### src/rtl/render_pkg.sv
`default_nettype none
// ============================================================================
// Module   : render_pkg
// Brief    : 640x480@60 VGA timing constants and colors for map_vga_renderer
// Revision : 1.0 - initial release
// ============================================================================
package render_pkg;

    localparam logic [9:0] H_ACTIVE = 10'd640;
    localparam logic [9:0] H_FP     = 10'd16;
    localparam logic [9:0] H_SYNC   = 10'd96;
    localparam logic [9:0] H_BP     = 10'd48;
    localparam logic [9:0] V_ACTIVE = 10'd480;
    localparam logic [9:0] V_FP     = 10'd10;
    localparam logic [9:0] V_SYNC   = 10'd2;
    localparam logic [9:0] V_BP     = 10'd33;

    localparam logic [9:0] H_TOTAL  = H_ACTIVE + H_FP + H_SYNC + H_BP;
    localparam logic [9:0] V_TOTAL  = V_ACTIVE + V_FP + V_SYNC + V_BP;

    // Sync pulse windows, start inclusive and end exclusive
    localparam logic [9:0] H_SYNC_START = H_ACTIVE + H_FP;
    localparam logic [9:0] H_SYNC_END   = H_ACTIVE + H_FP + H_SYNC;
    localparam logic [9:0] V_SYNC_START = V_ACTIVE + V_FP;
    localparam logic [9:0] V_SYNC_END   = V_ACTIVE + V_FP + V_SYNC;

    localparam logic [11:0] BLANK_COLOR = 12'h000;
    localparam logic [11:0] GRID_COLOR  = 12'h888;

endpackage
`default_nettype wire

### src/rtl/map_vga_renderer_if.sv
`default_nettype none
// ============================================================================
// Module   : map_vga_renderer_if
// Brief    : Scan position, ROM and VGA pin bundle of map_vga_renderer
// Revision : 1.0 - initial release
// ============================================================================
interface map_vga_renderer_if #(
    parameter int ADDR_W = 17
);
    logic [9:0]        vga_h;
    logic [9:0]        vga_v;
    logic [ADDR_W-1:0] map_addr;
    logic [ADDR_W-1:0] rom_addr;
    logic [11:0]       rom_data;
    logic              hsync;
    logic              vsync;
    logic [11:0]       rgb;
    logic              pix_tick;
    logic              frame_start;

    modport master (
        output vga_h, vga_v, rom_addr, hsync, vsync, rgb, pix_tick, frame_start,
        input  map_addr, rom_data
    );

    modport slave (
        input  vga_h, vga_v, rom_addr, hsync, vsync, rgb, pix_tick, frame_start,
        output map_addr, rom_data
    );
endinterface
`default_nettype wire

### src/rtl/vga_scan_timing.sv
`default_nettype none
// ============================================================================
// Module   : vga_scan_timing
// Brief    : Pixel divider, 800x525 scan counters, raw sync/active, frame pulse
// Revision : 1.0 - initial release
// ============================================================================
module vga_scan_timing
    import render_pkg::*;
#(
    parameter int CLK_DIV = 4
) (
    input  wire logic       clk,
    input  wire logic       rst,
    output logic [9:0]      o_vga_h,
    output logic [9:0]      o_vga_v,
    output logic            o_pix_tick,
    output logic            o_frame_start,
    output logic            o_active,
    output logic            o_hsync_n,
    output logic            o_vsync_n
);

    localparam int              DIV_W      = (CLK_DIV > 1) ? $clog2(CLK_DIV) : 1;
    localparam logic [DIV_W-1:0] C_DIV_LAST = DIV_W'(CLK_DIV - 1);

    logic [DIV_W-1:0] r_div;
    logic [9:0]       r_h;
    logic [9:0]       r_v;
    logic             w_pix_tick;
    logic             w_h_last;
    logic             w_v_last;

    assign w_pix_tick = (r_div == C_DIV_LAST);
    assign w_h_last   = (r_h == H_TOTAL - 10'd1);
    assign w_v_last   = (r_v == V_TOTAL - 10'd1);

    always_ff @(posedge clk or posedge rst) begin
        if (rst) begin
            r_div <= '0;
        end else if (w_pix_tick) begin
            r_div <= '0;
        end else begin
            r_div <= r_div + 1'b1;
        end
    end

    always_ff @(posedge clk or posedge rst) begin
        if (rst) begin
            r_h <= 10'd0;
            r_v <= 10'd0;
        end else if (w_pix_tick) begin
            if (w_h_last) begin
                r_h <= 10'd0;
                r_v <= w_v_last ? 10'd0 : r_v + 10'd1;
            end else begin
                r_h <= r_h + 10'd1;
            end
        end
    end

    assign o_vga_h       = r_h;
    assign o_vga_v       = r_v;
    assign o_pix_tick    = w_pix_tick;
    // High on the tick whose edge wraps both counters back to (0,0)
    assign o_frame_start = w_pix_tick && w_h_last && w_v_last;
    assign o_active      = (r_h < H_ACTIVE) && (r_v < V_ACTIVE);
    assign o_hsync_n     = !((r_h >= H_SYNC_START) && (r_h < H_SYNC_END));
    assign o_vsync_n     = !((r_v >= V_SYNC_START) && (r_v < V_SYNC_END));

endmodule
`default_nettype wire

### src/rtl/map_vga_renderer.sv
`default_nettype none
// ============================================================================
// Module   : map_vga_renderer
// Brief    : VGA scan driver: map address -> ROM -> aligned RGB/sync (2 ticks)
//            Define MAP_RENDER_GRID_EN to overlay a 16-pixel gray grid.
// Revision : 1.0 - initial release
// ============================================================================
module map_vga_renderer
    import render_pkg::*;
#(
    parameter int CLK_DIV = 4,
    parameter int ROM_LAT = 1,
    parameter int ADDR_W  = 17
) (
    input  wire logic           clk,
    input  wire logic           rst,
    input  wire logic           en,
    map_vga_renderer_if.master  bus
);

    // The ROM must settle before the sampling tick, one pixel period later
    if (ROM_LAT > CLK_DIV - 1) begin : g_rom_lat_check
        $error("map_vga_renderer: ROM_LAT must not exceed CLK_DIV-1");
    end

    logic [9:0]        w_h;
    logic [9:0]        w_v;
    logic              w_pix_tick;
    logic              w_frame_start;
    logic              w_active;
    logic              w_hsync_n;
    logic              w_vsync_n;

    logic [ADDR_W-1:0] r_rom_addr;
    logic              r_active_d1;
    logic              r_hsync_d1;
    logic              r_vsync_d1;
    logic              r_hsync;
    logic              r_vsync;
    logic [11:0]       r_rgb;
    logic [11:0]       w_rgb_next;

    vga_scan_timing #(
        .CLK_DIV (CLK_DIV)
    ) u_timing (
        .clk           (clk),
        .rst           (rst),
        .o_vga_h       (w_h),
        .o_vga_v       (w_v),
        .o_pix_tick    (w_pix_tick),
        .o_frame_start (w_frame_start),
        .o_active      (w_active),
        .o_hsync_n     (w_hsync_n),
        .o_vsync_n     (w_vsync_n)
    );

`ifdef MAP_RENDER_GRID_EN
    logic [9:0] r_h_d1;
    logic [9:0] r_v_d1;
    logic       w_grid;

    always_ff @(posedge clk or posedge rst) begin
        if (rst) begin
            r_h_d1 <= 10'd0;
            r_v_d1 <= 10'd0;
        end else if (w_pix_tick) begin
            r_h_d1 <= w_h;
            r_v_d1 <= w_v;
        end
    end

    assign w_grid     = (r_h_d1[3:0] == 4'd0) || (r_v_d1[3:0] == 4'd0);
    assign w_rgb_next = (r_active_d1 && en) ? (w_grid ? GRID_COLOR : bus.rom_data)
                                            : BLANK_COLOR;
`else
    assign w_rgb_next = (r_active_d1 && en) ? bus.rom_data : BLANK_COLOR;
`endif

    // S1 captures address and flags, S2 captures color and the second sync stage
    always_ff @(posedge clk or posedge rst) begin
        if (rst) begin
            r_rom_addr  <= '0;
            r_active_d1 <= 1'b0;
            r_hsync_d1  <= 1'b1;
            r_vsync_d1  <= 1'b1;
            r_hsync     <= 1'b1;
            r_vsync     <= 1'b1;
            r_rgb       <= BLANK_COLOR;
        end else if (w_pix_tick) begin
            r_rom_addr  <= bus.map_addr;
            r_active_d1 <= w_active;
            r_hsync_d1  <= w_hsync_n;
            r_vsync_d1  <= w_vsync_n;
            r_hsync     <= r_hsync_d1;
            r_vsync     <= r_vsync_d1;
            r_rgb       <= w_rgb_next;
        end
    end

    assign bus.vga_h       = w_h;
    assign bus.vga_v       = w_v;
    assign bus.pix_tick    = w_pix_tick;
    assign bus.frame_start = w_frame_start;
    assign bus.rom_addr    = r_rom_addr;
    assign bus.hsync       = r_hsync;
    assign bus.vsync       = r_vsync;
    assign bus.rgb         = r_rgb;

endmodule
`default_nettype wire

### src/flat_wrapper.sv
// flat-port wrapper written by rule: the top's interface ports become plain ports
module map_vga_renderer_flat import render_pkg::*;
#(
    parameter int CLK_DIV = 4,
    parameter int ROM_LAT = 1,
    parameter int ADDR_W  = 17
)
  (clk, rst, en, bus_vga_h, bus_vga_v, bus_rom_addr, bus_hsync, bus_vsync, bus_rgb, bus_pix_tick, bus_frame_start, bus_map_addr, bus_rom_data);
  map_vga_renderer_if #(.ADDR_W(ADDR_W)) bus_i ();
  input  wire logic clk;
  input  wire logic rst;
  input  wire logic en;
  output wire logic [$bits(bus_i.vga_h)-1:0] bus_vga_h;
  output wire logic [$bits(bus_i.vga_v)-1:0] bus_vga_v;
  output wire logic [$bits(bus_i.rom_addr)-1:0] bus_rom_addr;
  output wire logic [$bits(bus_i.hsync)-1:0] bus_hsync;
  output wire logic [$bits(bus_i.vsync)-1:0] bus_vsync;
  output wire logic [$bits(bus_i.rgb)-1:0] bus_rgb;
  output wire logic [$bits(bus_i.pix_tick)-1:0] bus_pix_tick;
  output wire logic [$bits(bus_i.frame_start)-1:0] bus_frame_start;
  input wire logic [$bits(bus_i.map_addr)-1:0] bus_map_addr;
  input wire logic [$bits(bus_i.rom_data)-1:0] bus_rom_data;
  assign bus_vga_h = bus_i.vga_h;
  assign bus_vga_v = bus_i.vga_v;
  assign bus_rom_addr = bus_i.rom_addr;
  assign bus_hsync = bus_i.hsync;
  assign bus_vsync = bus_i.vsync;
  assign bus_rgb = bus_i.rgb;
  assign bus_pix_tick = bus_i.pix_tick;
  assign bus_frame_start = bus_i.frame_start;
  assign bus_i.map_addr = bus_map_addr;
  assign bus_i.rom_data = bus_rom_data;
  map_vga_renderer #(.CLK_DIV(CLK_DIV), .ROM_LAT(ROM_LAT), .ADDR_W(ADDR_W)) u_core (.clk(clk), .rst(rst), .en(en), .bus(bus_i));
endmodule
### config.mk
export PLATFORM = sky130hd
export DESIGN_NAME = map_vga_renderer_flat
export DESIGN_NICKNAME = d
export VERILOG_FILES = /design/src/rtl/render_pkg.sv /design/src/rtl/map_vga_renderer_if.sv /design/src/rtl/vga_scan_timing.sv /design/src/rtl/map_vga_renderer.sv /design/src/flat_wrapper.sv
export SDC_FILE = /design/constraint.sdc
export NUM_CORES = 1
export LEC_CHECK = 0
export CORE_ASPECT_RATIO = 1.75
export CORE_MARGIN = 8
export CORE_UTILIZATION = 40
export CTS_CLUSTER_SIZE = 24
export DETAILED_ROUTE_END_ITERATION = 12
export DONT_BUFFER_PORTS = 1
export GPL_TIMING_DRIVEN = 0
export PLACE_DENSITY = 0.6
export RECOVER_POWER = 50
export SLEW_MARGIN = 20
export SYNTH_ARGS = -nofsm -noshare
export SYNTH_HDL_FRONTEND = slang
export SYNTH_SLANG_ARGS = --single-unit
### constraint.sdc
create_clock -name clk -period 5.3 [get_ports clk]
set_input_delay 1.59 -clock clk [delete_from_list [all_inputs] [get_ports clk]]
set_output_delay 1.59 -clock clk [all_outputs]
set_load 0.02 [all_outputs]
==> impl_results.md, run 1 <==
* Lkg Pwr at 1.162 nW
* Crit path buffers/inverters at 1
* Arr. time, crit path at about 2.7 ns
* Avg Inst Size Synth at 11.53 µm²
* Via Count at 1568
* # nets final at around 260
* RSZ-0062 raised after global routing: no
* Worst skew pair latency at roughly 0.30 ns
* Post-synthesis cell count at roughly 220
* Core area at roughly 6100 µm²
* Antenna violations before repair at 0
* Min cycle time layout at around 4.3 ns
* Yosys reg bits at 56
* Critical-path cell list: ha_1 > nand4b_1 > nor3_1 > clkbuf_1 > and2_2
* Routed WL per cell at 17.67 µm
* GP Congestion at 0.7460
* Initial core utilization at 0.4073
* # fillers at ~600
* Layout overhead on the synthesized area at 7.118%
* First-pass DRT Iterations at 5
* Die footprint at around 9100 µm²
* Slowest CP cell: nor3_1
* Post-cts sizing count at 0
* Vias per cell at ~5.2
* Mapped cell area at roughly 2500 µm²
* Worst-path clk slew at around 0.1 ns
* Crit path largest cell delay at 0.69 ns
* P per Cell Area at about 270 nW/µm²
* Largest net degree at the start of global routing at 57
* Number of post-CTS setup repair buffers at 0
* DRT iter0 DRCs at 56
* Width of the die at 75.51 µm
* YS warnings at 0
* Clk sinks at 56
* Num CTS Buffers at 5
* Number of hold buffers added after CTS at 0
* Async set-reset flop share out of synthesis at 1.000
* Slew Viols, Final at 57
* Diodes inserted at 0
* Number of synthesized flops with an enable pin at 0
* Vias in the first global route at between 1500 and 2000
* HPWL Detailed at ~4100 µm
* Tot GR Track Use at 0.1208
* I/O pin cnt at 85
* Area share of the largest cell type after synthesis at 0.5250
* Overflow after GRT at 0
* Most frequent cell after synthesis: dfrtp_1
* Row count at 38
* Final Cycle Share at 0.8036
* Antenna-violating nets left at 0
* CTS H-Tree Depth at 2
* Skew final at ~0.0057 ns
* Post-synth top area cell: dfrtp_1
* Crit path max-delay family: simple AND/OR/NAND/NOR gates
* Max transition margin at -0.6329
* Drt total wl at 5353 µm
* Share of layout cells above drive strength 1 at 0.1839
* Hold Fails Final Rpt at 0
* Global-route wire length before repair at ~8600 µm
* Port buffer count at 0
* Top cells by area, synth: dfrtp_1 52%, mux2_2 9.1%, dfstp_2 4.2%
* Setup tns final at 0 ns
* Failing checks: capacitance limit, slew limit
* Slew @ Worst Pin at 2.436 ns
* Max Cap Viol at 1
* CP Class: flop to output port
* Register area share after synthesis at 0.5674
* Hold Crit Class: flop to flop
* Syn_nets at between 200 and 300
* Power, Total at around 720 µW
* Die Ht at roughly 120 µm
* CTS tree: yes
* # DRC at 0
* Clock Path Buffers at 2
* FMAX at between 200 and 250 MHz
* VDD IR max at around 0.13 mV
* Run status: finished with violations
* CP Capture Type: output port
* Primary FF master, synth: dfrtp_1
* List of most frequent post-synthesis cells: 52 x dfrtp_1, 22 x nand2_1, 20 x inv_1, 20 x mux2_2, 17 x o21ai_0
* Crit Path Max Fanout at 10
* Required @ worst endpoint at approximately 3.7 ns
* Worst setup SP type: flop
* Post-synth cell types at between 40 and 50
* Root buffer cell: clkbuf_8
* Final-report setup violation count at 0
worst paths after layout:
kind / start / end / slack [ns] / cells past startpoint
min in group asynchronous: rst / u_core.bus.rom_addr[4]$_DFFE_PP0P_ / 1.82 / 1
worst max-delay path: u_core.u_timing.o_vga_h[0]$_DFFE_PP0P_ / bus_frame_start / 1.04 / 5
worst min-delay path: u_core.u_timing.r_div[0]$_DFF_PP0_ / u_core.u_timing.r_div[0]$_DFF_PP0_ / 0.44 / 1
worst max register to register: u_core.u_timing.o_vga_h[0]$_DFFE_PP0P_ / u_core.u_timing.o_vga_v[8]$_DFFE_PP0P_ / 2.77 / 6
max in group asynchronous: rst / u_core.bus.rom_addr[16]$_DFFE_PP0P_ / 2.38 / 1
worst min register to register: u_core.u_timing.r_div[0]$_DFF_PP0_ / u_core.u_timing.r_div[0]$_DFF_PP0_ / 0.44 / 1
per-layer routing:
layer	part of all wire	GRT usage
met1	0.35	0.1302
met4	0.014	0.04358
met2	0.54	0.2080
met3	0.092	0.04094
met5	0	0
state kept, by name, summed over array words and instances, names as in the netlist:
register / flops
u_core.u_timing.o_vga_v: 10
u_core.r_vsync_d1: 1
u_core.bus.rom_addr: 17
u_core.bus.vsync: 1
u_core.u_timing.r_div: 2
u_core.u_timing.o_vga_h: 10
u_core.r_hsync_d1: 1
u_core.bus.hsync: 1
u_core.bus.rgb: 12
u_core.r_active_d1: 1
cell families (layout without fill, tap and decap cells):
kind of cell / Yosys count / in the layout / share of synthesized area
muxes: 21 / 21 / 0.09541
DFF: 56 / 56 / 0.5674
and+or+nand+nor: 65 / 65 / 0.1520
xor gates and xnor gates: 10 / 10 / 0.03837
adders and majority gates: 5 / 5 / 0.02524
AOI/OAI and AO/OA: 30 / 30 / 0.07168
buffers and inverters: 28 / 36 / 0.04997
metrics by stage:
stage / setup WS, ns / cell area, µm² / utilization / instances / hold WS [ns]
floorplan: 2.243 / 2479 / - / 215 / 0.4031
global placement: 1.746 / 2579 / 0.4237 / 295 / 0.4138
detailed placement: 1.949 / 2581 / 0.4241 / 295 / 0.4199
CTS: 1.597 / 2678 / 0.4400 / 303 / 0.4349
global route: 0.7917 / 2655 / 0.4363 / 303 / 0.4514
finish: 1.041 / 2655 / 0.4363 / 303 / 0.4350
layout by cell type, fill, tap and decap left out, types with 4 or more instances in the layout:
master,netlist,layout
dfrtp_1,52,52
ha_1,5,5
clkbuf_8,0,6
nand4_1,5,5
mux2_2,20,20
nand2_1,22,22
o21ai_0,17,17
and3_1,4,4
nor2_1,9,9
inv_1,20,19
nor3_1,5,6
clkbuf_1,3,6
dfstp_2,4,4
xnor2_1,8,8
power by group:
group	leakage [nW]	internal [mW]	switching [mW]	total (mW)
registers	0.697	0.438	0.0221	0.460
logic	0.413	0.00628	0.0114	0.0177
clock network	0.0516	0.107	0.137	0.244
final cells by class:
type                            count  area, µm²  share of cell area
Inverter                           20      76.32             0.02875
Clock inverter                      2      13.76            0.005184
Buffer                              8      38.79             0.01461
Clock buffer                        6      82.58             0.03110
Tap cell                           80      100.1             0.03770
Sequential cell                    56       1406              0.5297
Multi-Input combinational cell    131      937.1              0.3530
Power figures use the tool's default switching activity.
==> inputs of run 2 (changes only) <==
Settings changed: PLACE_DENSITY 0.6 to 0.62.
Clock period 5.3 ns to 3.7 ns, I/O delays scaled along.
==> impl_results.md, run 2 (same netlist as run 1, synthesis figures left out) <==
* Tot GR Track Use at 0.1255 (+0.004713)
* CTS H-Tree Depth at 2 (unchanged)
* Overflow after GRT at 0 (unchanged)
* Clk sinks at 56 (unchanged)
* HPWL Detailed at 4177 µm (+1.5%)
* Number of post-CTS setup repair buffers at 0 (unchanged)
* I/O pin cnt at 85 (unchanged)
* Initial core utilization at 0.4073 (unchanged)
* GRT busiest layer: met2
* Antenna-violating nets left at 0 (unchanged)
* Crit path largest cell delay at 0.55 ns (-0.14 ns)
* Met1 track demand over resource at 0.1282 (-0.001979)
* Post-cts sizing count at 0 (unchanged)
* Met3 global-route usage at 0.04261 (+0.001671)
* Worst skew pair latency at 0.31 ns (about the same)
* Met2 usage at 0.2162 (+0.008148)
* # nets final at 259 (unchanged)
* Min cycle time layout at about 3.2 ns
* Share of layout cells above drive strength 1 at 0.1928 (+0.008969)
* VDD IR max at 0.2276 mV (+73%)
* Antenna violations before repair at 0 (unchanged)
* Row count at 38 (unchanged)
* Failing checks: capacitance limit, slew limit
* Final-report setup violation count at 0 (unchanged)
* Max reg flops at 17 (unchanged)
* Lkg Pwr at 1.193 nW (+2.7%)
* CP Class: flop to output port
* Required @ worst endpoint at 2.59 ns (-1.12 ns)
* Slew @ Worst Pin at 2.050 ns (-0.3858 ns)
* Vias per cell at 5.228 (+1.0%)
* Die Ht at 120.1 µm (unchanged)
* Number of hold buffers added after CTS at 0 (unchanged)
* Port buffer count at 0 (unchanged)
* Slowest CP cell: dfrtp_1
* Routed WL per cell at 18.18 µm (+2.9%)
* P per Cell Area at 388.5 nW/µm² (+43%)
* Final Cycle Share at 0.8560
* Drt total wl at 5508 µm (+2.9%)
* First-pass DRT Iterations at 5 (unchanged)
* CP Capture Type: output port
* FMAX at roughly 320 MHz
* Core area at 6086 µm² (unchanged)
* Most frequent cells in the layout: 52 x dfrtp_1, 22 x nand2_1, 20 x mux2_2, 20 x inv_1, 17 x o21ai_0
* Via Count at 1584 (+1.0%)
* Worst setup SP type: flop
* Critical-path cell list: ha_1 > nand4b_1 > nor3_4 > buf_6 > and2_2
* Root buffer cell: clkbuf_8
* Largest net degree at the start of global routing at 57 (unchanged)
* Worst-path clk slew at 0.10 ns (about the same)
* Slew Viols, Final at 57 (unchanged)
* Width of the die at 75.51 µm (unchanged)
* DRT iter0 DRCs at 55 (-1.8%)
* Layout overhead on the synthesized area at 7.875%
* Hold Crit Class: flop to flop
* Max transition margin at -0.3683 (+0.2646)
* Clock Path Buffers at 2 (unchanged)
* Vias in the first global route at 1671 (+3.3%)
* Global-route wire length before repair at 8618 µm (+0.72%)
* Most common cell after layout, fill and taps aside: dfrtp_1
* Skew final at 0.007046 ns (+0.001365 ns)
* Crit Path Max Fanout at 10 (unchanged)
* Util after Layout at 0.4394 (+0.003084)
* # DRC at 0 (unchanged)
* Hold Fails Final Rpt at 0 (unchanged)
* Die footprint at 9071 µm² (unchanged)
* GP Congestion at 0.7519 (+0.79%)
* CTS tree: yes
* Num CTS Buffers at 5 (unchanged)
* Diodes inserted at 0 (unchanged)
* Run status: finished with violations
* Arr. time, crit path at 2.06 ns (-0.61 ns)
* Setup tns final at 0 ns (unchanged)
* Max Cap Viol at 1 (unchanged)
* RSZ-0062 raised after global routing: no
==> run 2: through the flow <==
| step | area [µm²] | hold slack [ns] | total power, mW | instances | worst slack (ns) |
|---|---|---|---|---|---|
| after floorplan | 2479 | 0.4031 | 0.6893 | 215 | 1.123 |
| after global placement | 2579 | 0.4135 | 0.6978 | 295 | 0.6043 |
| after detailed placement | 2581 | 0.4258 | 0.6998 | 295 | 0.8503 |
| after CTS | 2678 | 0.4448 | 1.057 | 303 | 0.4952 |
| after global routing | 2674 | 0.4524 | 1.082 | 303 | 0.3926 |
| final | 2674 | 0.4390 | 1.039 | 303 | 0.5328 |
==> run 2: area by class of cell <==
cell class / count / area [µm²]
clock buffers: 6 / 82.58
well taps: 80 / 100.1
flip-flops and latches: 56 / 1406
clock inverters: 2 / 13.76
multi-input cells: 131 / 948.4
fillers: 618 / 3412
plain buffers: 8 / 47.55
inverters: 20 / 75.07
==> run 2: worst paths after layout <==
| path | startpoint | to | slack [ns] | cells after the start |
|---|---|---|---|---|
| hold / removal | u_core.u_timing.r_div[0]$_DFF_PP0_ | u_core.u_timing.r_div[0]$_DFF_PP0_ | 0.44 | 1 |
| max in group asynchronous | rst | u_core.u_timing.o_vga_v[8]$_DFFE_PP0P_ | 1.15 | 1 |
| hold reg to reg | u_core.u_timing.r_div[0]$_DFF_PP0_ | u_core.u_timing.r_div[0]$_DFF_PP0_ | 0.44 | 1 |
| setup / recovery | u_core.u_timing.o_vga_h[0]$_DFFE_PP0P_ | bus_frame_start | 0.53 | 5 |
| min in group asynchronous | rst | u_core.bus.rom_addr[4]$_DFFE_PP0P_ | 1.37 | 1 |
| setup reg to reg | u_core.u_timing.r_div[0]$_DFF_PP0_ | u_core.bus.rom_addr[2]$_DFFE_PP0P_ | 1.60 | 4 |
==> run 2: metal layers <==
layer | part of all wire | wire length [µm] | up-vias
met5 | 0 | 0 | -
met4 | 0.018 | 100 | 0
met3 | 0.091 | 500 | 5
met2 | 0.54 | 2971 | 50
met1 | 0.35 | 1935 | 785
li1 | - | - | 744
==> run 2: critical path, delay by kind of cell, from the launching register on <==
kind | cells | cell delay (ns)
buf+inv | 1 | 0.19
flops | 1 | 0.55
simple gates | 3 | 0.74
fa+ha+maj | 1 | 0.27
==> run 2: power breakdown <==
group,switching (mW),internal (mW),total (mW),leakage (nW)
registers,0.0320,0.628,0.660,0.697
logic,0.0161,0.00892,0.0250,0.445
clock network,0.200,0.154,0.354,0.0516
==> inputs of run 3 (changes only) <==
Settings changed: CORE_UTILIZATION 40 to 45, PLACE_DENSITY 0.62 to 0.68, SYNTH_HIERARCHICAL from default to 1.
==> impl_results.md, run 3 <==
* Num CTS Buffers at 5 (unchanged)
* Slew @ Worst Pin at 1.233 ns (-0.8173 ns)
* # nets final at 256 (-1.2%)
* Via Count at 1592 (+0.51%)
* Register area share after synthesis at 0.5542 (-0.01315)
* # DRC at 0 (unchanged)
* Avg Inst Size Synth at 11.97 µm² (+3.8%)
* Post-synth top area cell: dfrtp_1
* Yosys reg bits at 56 (unchanged)
* CTS tree: yes
* Initial core utilization at 0.4617 (+0.05447)
* Slew Viols, Final at 0 (-100%)
* Setup tns final at 0 ns (unchanged)
* Largest net degree at the start of global routing at 35 (-39%)
* Number of synthesized flops with an enable pin at 0 (unchanged)
* FMAX at 285.7 MHz (-9.5%)
* YS warnings at 6 (+6)
* Number of hold buffers added after CTS at 0 (unchanged)
* Max Cap Viol at 0 (-1)
* P per Cell Area at 389.4 nW/µm² (+0.21%)
* I/O pin cnt at 85 (unchanged)
* Hold Fails Final Rpt at 0 (unchanged)
* Primary FF master, synth: dfrtp_1
* DRT iter0 DRCs at 54 (-1.8%)
* Min cycle time layout at 3.500 ns (+0.3332 ns)
* Required @ worst endpoint at 2.59 ns (about the same)
* Number of post-CTS setup repair buffers at 0 (unchanged)
* HPWL Detailed at 4092 µm (-2.0%)
* CTS H-Tree Depth at 2 (unchanged)
* Async set-reset flop share out of synthesis at 1.000 (unchanged)
* GP Congestion at 0.8610 (+15%)
* Lkg Pwr at 1.155 nW (-3.1%)
* Worst setup margin at 0.1996 ns (-0.3332 ns)
* Final-report setup violation count at 0 (unchanged)
* List of most frequent post-synthesis cells: 52 x dfrtp_1, 19 x inv_1, 17 x nand2_1
* Max transition margin at 0.1771 (+0.5454)
* Mapped cell area at 2537 µm² (+2.4%)
* Share of layout cells above drive strength 1 at 0.1864 (-0.006461)
* Tot GR Track Use at 0.1317 (+0.006170)
* Width of the die at 72.77 µm (-3.6%)
* Most frequent cells in the layout: 52 x dfrtp_1, 19 x inv_1, 17 x nand2_1
* Most common cell after layout, fill and taps aside: dfrtp_1
* Drt total wl at 5380 µm (-2.3%)
* Arr. time, crit path at 2.39 ns (+0.33 ns)
* Worst skew pair latency at 0.31 ns (about the same)
* VDD IR max at 0.2215 mV (-2.6%)
* RSZ-0062 raised after global routing: no
* Global-route wire length before repair at 8687 µm (+0.80%)
* Core area at 5495 µm² (-9.7%)
* Post-synth cell types at 38 (-7.3%)
* CP Capture Type: output port
* Diodes inserted at 0 (unchanged)
* Port buffer count at 0 (unchanged)
* Min Hold Slack at 0.4300 ns (-0.008992 ns)
* Area share of the largest cell type after synthesis at 0.5128 (-0.01217)
* CP Class: flop to output port
* Root buffer cell: clkbuf_8
* Clock Path Buffers at 2 (unchanged)
* Most frequent cell after synthesis: dfrtp_1
* Row count at 36 (-5.3%)
* Antenna violations before repair at 0 (unchanged)
* Run status: complete, no violations
* Worst setup SP type: flop
* Syn_nets at 249 (-1.2%)
* Worst-path clk slew at 0.10 ns (about the same)
* Routed WL per cell at 18.18 µm (about the same)
* Max reg flops at 17 (unchanged)
* Layout overhead on the synthesized area at 5.917%
* Top cells by area, synth: dfrtp_1 51%, mux2_4 9.5%, dfstp_2 4.1%
* Die Ht at 115.3 µm (-4.0%)
* DP Worst Slack at 0.3409 ns (-0.5095 ns)
* Die footprint at 8392 µm² (-7.5%)
* Hold Crit Class: flop to flop
* Final Cycle Share at 0.9460 (+0.09005)
* Crit Path Max Fanout at 7 (-3)
* Vias in the first global route at 1699 (+1.7%)
* First-pass DRT Iterations at 4 (-1)
* Vias per cell at 5.378 (+2.9%)
* Overflow after GRT at 0 (unchanged)
* Antenna-violating nets left at 0 (unchanged)
* Clk sinks at 56 (unchanged)
* Post-synthesis cell count at 212 (-1.4%)
* Skew final at 0.003576 ns (-0.003470 ns)
## run 3: changes by cell type after synthesis, moves of 5 or more
cell / delta
nand2_1: -5
o22ai_1: +10
o21ai_0: -13
mux2_4: +16
nand3_1: +10
mux2_2: -14
## run 3: repair_timing
action / in CTS / in global routing
endpoints found under the setup margin: 1 / 0
endpoints found under the hold margin: 0 / 0
resized for setup: 1 / 0
## run 3: path summary, 6_finish.rpt
check                                              startpoint                                      to  slack (ns)  cells past startpoint
hold / removal             u_core/u_timing/r_div[0]$_DFF_PP0_      u_core/u_timing/r_div[0]$_DFF_PP0_        0.43                      1
setup / recovery           u_core/u_timing/r_div[0]$_DFF_PP0_                         bus_frame_start        0.20                      6
hold reg to reg            u_core/u_timing/r_div[0]$_DFF_PP0_      u_core/u_timing/r_div[0]$_DFF_PP0_        0.43                      1
min in group asynchronous                                 rst  u_core/u_timing/o_vga_h[3]$_DFFE_PP0P_        0.85                      1
setup reg to reg           u_core/u_timing/r_div[0]$_DFF_PP0_  u_core/u_timing/o_vga_v[9]$_DFFE_PP0P_        1.25                      7
max in group asynchronous                                 rst           u_core/bus.rgb[1]$_DFFE_PP0P_        1.95                      1
## run 3: routing by layer
metal | track usage | part of all wire
met5 | 0 | 0
met4 | 0.06452 | 0.022
met3 | 0.05852 | 0.12
met2 | 0.2155 | 0.50
met1 | 0.1393 | 0.36
## run 3: area by class of cell
type | instances | area [µm²]
plain buffers | 9 | 46.29
clock buffers | 6 | 82.58
clock inverters | 2 | 15.01
fillers | 525 | 2808
inverters | 19 | 71.32
multi-input cells | 128 | 970.9
flip-flops and latches | 56 | 1406
well taps | 76 | 95.09
## run 3: worst max-delay path, cell delays in order (launching register included)
cell and delay [ns]:
dfrtp_1 0.36, ha_1 0.34, buf_2 0.26, nand4_2 0.18, or3_1 0.41, buf_2 0.17, nor2_2 0.37
## run 3: cells by family (layout without fill, tap and decap cells)
family | Yosys count | after routing | share of synthesized area
simple gates | 66 | 66 | 0.1400
flops | 56 | 56 | 0.5542
buf+inv | 28 | 36 | 0.05818
mux | 23 | 23 | 0.1252
compound gates | 20 | 20 | 0.04931
xor+xnor | 14 | 14 | 0.04832
fa+ha+maj | 5 | 5 | 0.02465
## run 3: power breakdown
part           internal [mW]  switching (mW)  leakage, nW  total, mW
Clock                  0.152           0.201       0.0434      0.353
Combinational         0.0145          0.0189        0.415     0.0334
Sequential             0.628          0.0324        0.697      0.660
## run 3: per-stage QoR
stage	cells	total power [mW]	util	cell area (µm²)
after global routing	296	1.098	0.4891	2688
after global placement	288	0.7075	0.4791	2633
after floorplan	212	0.6982	-	2537
final	296	1.046	0.4891	2688
after detailed placement	288	0.7090	0.4791	2633
after CTS	296	1.063	0.4973	2733
